==> config.mk <==
export PLATFORM = sky130hd
export DESIGN_NAME = pipe_stage_buffer
export DESIGN_NICKNAME = d
export VERILOG_FILES = /design/src/rtl/pipe_stage_buffer.sv
export SDC_FILE = /design/constraint.sdc
export NUM_CORES = 1
export LEC_CHECK = 0
export BUFFER_PORTS_ARGS = -buffer_cell sky130_fd_sc_hd__buf_2
export CORE_ASPECT_RATIO = 0.8
export CORE_MARGIN = 2
export CORE_UTILIZATION = 40
export CTS_CLUSTER_DIAMETER = 30
export DETAILED_ROUTE_END_ITERATION = 10
export GPL_TIMING_DRIVEN = 1
export MAX_ROUTING_LAYER = met4
export SETUP_SLACK_MARGIN = 0.5
export SLEW_MARGIN = 15
export SYNTH_ARGS = -nofsm -noshare
export SYNTH_HDL_FRONTEND = slang
export SYNTH_SLANG_ARGS = --single-unit
==> constraint.sdc <==
create_clock -name CLK -period 6.8 [get_ports CLK]
set_input_delay 0 -clock CLK [delete_from_list [all_inputs] [get_ports CLK]]
set_output_delay 0 -clock CLK [all_outputs]
set_load 0.05 [all_outputs]
==> src/rtl/pipe_stage_buffer.sv <==
// Pipeline stage register with valid/ready handshake, a 2-entry skid and a synchronous flush.
// The main register drives the outputs; the skid catches the one instruction accepted during a stall.
module pipe_stage_buffer #(
    parameter int                DATA_W      = 64,
    parameter int                CTRL_W      = 8,
    parameter logic [CTRL_W-1:0] BUBBLE_CTRL = '0
) (
    input  logic              CLK,
    input  logic              RST,
    input  logic              in_valid,
    input  logic [DATA_W-1:0] in_data,
    input  logic [CTRL_W-1:0] in_ctrl,
    output logic              in_ready,
    output logic              out_valid,
    output logic [DATA_W-1:0] out_data,
    output logic [CTRL_W-1:0] out_ctrl,
    input  logic              out_ready,
    input  logic              flush,
    output logic [1:0]        occupancy
);

    typedef enum logic [1:0] {
        EMPTY = 2'd0,
        ONE   = 2'd1,
        TWO   = 2'd2
    } state_t;

    state_t            state, state_nxt;
    logic [DATA_W-1:0] main_data, skid_data;
    logic [CTRL_W-1:0] main_ctrl, skid_ctrl;
    logic              accept, emit;
    logic              main_from_in, main_from_skid, skid_from_in;

    // in_ready looks at state only, so no combinational path from out_ready to in_ready.
    assign in_ready  = (state != TWO);
    assign out_valid = (state != EMPTY);
    assign accept    = in_valid & in_ready;
    assign emit      = out_valid & out_ready;

    assign out_data  = main_data;
    assign out_ctrl  = out_valid ? main_ctrl : BUBBLE_CTRL;
    assign occupancy = (state == TWO) ? 2'd2 : (state == ONE) ? 2'd1 : 2'd0;

    always_comb begin
        state_nxt      = state;
        main_from_in   = 1'b0;
        main_from_skid = 1'b0;
        skid_from_in   = 1'b0;
        case (state)
            EMPTY: begin
                if (accept) begin
                    main_from_in = 1'b1;
                    state_nxt    = ONE;
                end
            end
            ONE: begin
                if (emit && accept) begin
                    main_from_in = 1'b1;
                end else if (emit) begin
                    state_nxt = EMPTY;
                end else if (accept) begin
                    skid_from_in = 1'b1;
                    state_nxt    = TWO;
                end
            end
            TWO: begin
                if (emit) begin
                    main_from_skid = 1'b1;
                    state_nxt      = ONE;
                end
            end
            default: state_nxt = EMPTY;
        endcase
    end

    always_ff @(posedge CLK or posedge RST) begin
        if (RST)        state <= EMPTY;
        else if (flush) state <= EMPTY;
        else            state <= state_nxt;
    end

    // Flush drops any same-cycle accept; a same-cycle emit has already been taken downstream.
    always_ff @(posedge CLK or posedge RST) begin
        if (RST) begin
            main_data <= '0;
            main_ctrl <= BUBBLE_CTRL;
            skid_data <= '0;
            skid_ctrl <= BUBBLE_CTRL;
        end else if (flush) begin
            main_data <= '0;
            main_ctrl <= BUBBLE_CTRL;
            skid_data <= '0;
            skid_ctrl <= BUBBLE_CTRL;
        end else begin
            if (main_from_in) begin
                main_data <= in_data;
                main_ctrl <= in_ctrl;
            end else if (main_from_skid) begin
                main_data <= skid_data;
                main_ctrl <= skid_ctrl;
            end
            if (skid_from_in) begin
                skid_data <= in_data;
                skid_ctrl <= in_ctrl;
            end
        end
    end

endmodule

==> results.yml <==
outcome:
  status: "finished clean"
setup_path:
  rr_endpoint: "out_data[54]"
  crit_arrival_ns: 2.84
  rrSetupSlack_ns: 4.21
  critPathCaptureType: "flop"
  cp-startpoint: "state[1]"
  crit_required_ns: 7.05
  reg2reg_from: "state[1]"
  worst_r2r_path_depth: 6
  criticalPathCategory: "flop to flop"
  critPathMaxFanout: 40
  cp-start-kind: "flop"
yosys:
  synth.distinct_cells: 21
  synth.avg_cell_area_um2: 14.3
  synth_compound_area_frac: 0.211
  netlist_area_um2: 6120
  ys_seq_area_frac: 0.597
  syn_nets: 506
  synth_area_leaders: "dfrtp_1, mux2i_1, a22o_1"
  synth_top_family_by_area: "compound AO/OA/AOI/OAI gates"
  netlist_instances: 429
  synth.mux.area_fraction: 0.119
  synthXorXnorAreaFrac: 0
  synthAdderAreaFrac: 0
  yosys.area.top_type: "dfrtp_1"
  synth_top_area_frac: 0.597
  yosysWarnings: 0
  synth-simple-area-share: 0.0237
  ys_seq_elements: 146
sta:
  slew_headroom: 0.380
  slew_violations: 0
  whs_ns: 0.0933
  hold_viol: 0
  min_period_ns: 2.59
  max_slew.worst_pin.slew_ns: 0.927
  rsz0062_at_grt: "false"
  clock_skew_ns: 0.00542
  finalSetupViolations: 0
  fmax_mhz: 386
  finalCritPeriodShare: 0.381
  fin_tns_setup_ns: 0
route:
  firstDrtPassIters: 5
  wl_met3_um: 922
  wl_met1_um: 7620
  drt_iter0_markers: 224
  drt_wl_total_um: 15400
  drc: 0
  routed_via_density: 5.38
  routed.top_layer: "met4"
  drtAntennaViolNets: 0
  met2_wirelength_um: 6730
  avgRoutedWirePerCell_um: 18.2
  num_vias: 4549
clocking:
  cts_resized: 0
  cts_root_buffer: "clkbuf_16"
  cts_buffer_depth: 2
  cts_tree: "done"
  cts_sinks: 146
  clk_pin_slew_ns: 0.06
  cts-htree-levels: 4
  clock_latency_ns: 0.41
  cts_buffers: 17
power_and_ir_drop:
  leakagePower_nw: 4.11
  powerDensity_nw_per_um2: 264
  irDropWorstVdd_v: 0.000165
  power.total_mw: 2.19
grt:
  grt_overflow_total: 0
  grt_start_max_net_pins: 87
  track_usage: 0.201
  grt_pass1_wl_um: 24500
  grt_pass1_vias: 4591
  grt_antenna_before_repair: 0
cells_and_area:
  n_antenna_cell: 0
  regArea_um2: 3650
  area.growth.synth_to_final_pct: 35.3
  drive_gt1_frac: 0.298
  final_cell_area_um2: 8280
  fillers: 1259
  multi_input_area_um2: 2180
  final_nets: 723
  stdcell_count: 846
die:
  die_y_um: 115
  core_um2: 15000
  start_util: 0.409
  die_w_um: 142
  placementRows: 40
  io_pins: 153
  die_area_um2: 16300
place:
  place_area_um2: 6900
  globalplace.congestion: 0.723
  placedCellCount: 740
  port_buffers: 152
  hpwl_um: 8980
hold_path:
  whs_path_depth: 4
  hp-class: "input pin to flop"
  min_from: "in_valid"
  hold-path-endpoint: "state[0]"
flow_run:
  cap_violations: 0
flip-flops by register name, indices dropped and copies added, names as in the netlist:
register   count
skid_data     64
out_data      64
main_ctrl      8
state          2
skid_ctrl      8
metal layers:
metal | up-vias | global-route usage
met5 | - | -
met1 | 2290 | 0.286
met3 | 11 | 0.0498
li1 | 2087 | -
met4 | 0 | 0.0574
met2 | 161 | 0.288
synthesized netlist by cell type:
library cell / count
a211oi_1: 1
a21boi_0: 1
a22o_1: 72
buf_2: 15
buf_4: 9
buf_6: 13
dfrtp_1: 146
inv_1: 3
mux2i_1: 73
nand2b_1: 2
nand3b_1: 2
nor2_1: 3
nor2_2: 2
nor2_4: 1
nor2b_1: 9
nor2b_2: 1
nor3_2: 1
o21ai_1: 1
o22a_1: 1
o2bb2ai_1: 72
or2b_1: 1
placed cells by master, fill, tap and decap left out:
cell type,count
a211oi_1,1
a21boi_0,1
a22o_1,72
buf_2,152
buf_4,6
buf_6,1
bufinv_16,3
clkbuf_16,17
clkbuf_8,4
clkinv_2,2
clkinvlp_4,4
dfrtp_1,146
dlygate4sd3_1,76
inv_1,2
inv_6,1
mux2i_1,73
nand2b_1,1
nand2b_2,1
nand3b_1,2
nor2_1,3
nor2_4,3
nor2b_1,9
nor2b_2,1
nor3_4,1
o21ai_1,1
o22a_1,1
o2bb2ai_1,72
or2b_1,1
power by group:
| part | internal (mW) | switching (mW) |
|---|---|---|
| clock network | 0.610 | 0.348 |
| registers | 0.902 | 0.0195 |
| logic | 0.109 | 0.199 |
cells by family (layout without fill, tap and decap cells):
logic type	Yosys count	count (layout)
buf+inv	40	268
mux	73	73
flops	146	146
compound gates	148	148
simple gates	22	22
layout make-up:
type / instances / share of cell area
sequential: 146 / 0.441
multi-input combinational: 243 / 0.264
timing repair buffer: 235 / 0.191
clock buffer: 21 / 0.0580
tap: 189 / 0.0286
clock inverter: 9 / 0.0157
inverter: 3 / 0.00196
metrics by stage:
stage               utilization  setup WS [ns]
finish                    0.553           4.21
floorplan                     -           2.88
global placement          0.461           4.34
CTS                       0.553           4.22
global route              0.553           4.11
detailed placement        0.461           4.23
how the worst max path moves through the flow:
stage	cells after the start	slack, ns	endpoint
after global placement	6	4.34	out_data[50]
after global routing	6	4.11	out_data[44]
final	6	4.21	out_data[54]
after detailed placement	6	4.23	out_data[54]
after CTS	6	4.22	out_data[54]
after floorplan	1	2.88	main_ctrl[0]
critical path: stages, from the launching register on:
cell       delay [ns]
dfrtp_1          0.44
nand2b_1         0.24
nor2_4           0.12
buf_4            0.49
buf_4            0.69
mux2i_1          0.29
o2bb2ai_1        0.10
what timing repair did:
item / 4_1_cts / 5_1_grt
buffers inserted: 0 / 0
hold buffers: 76 / 0
endpoints found under the hold margin: 206 / 0
Note: power is estimated with default switching activity, not from simulation.
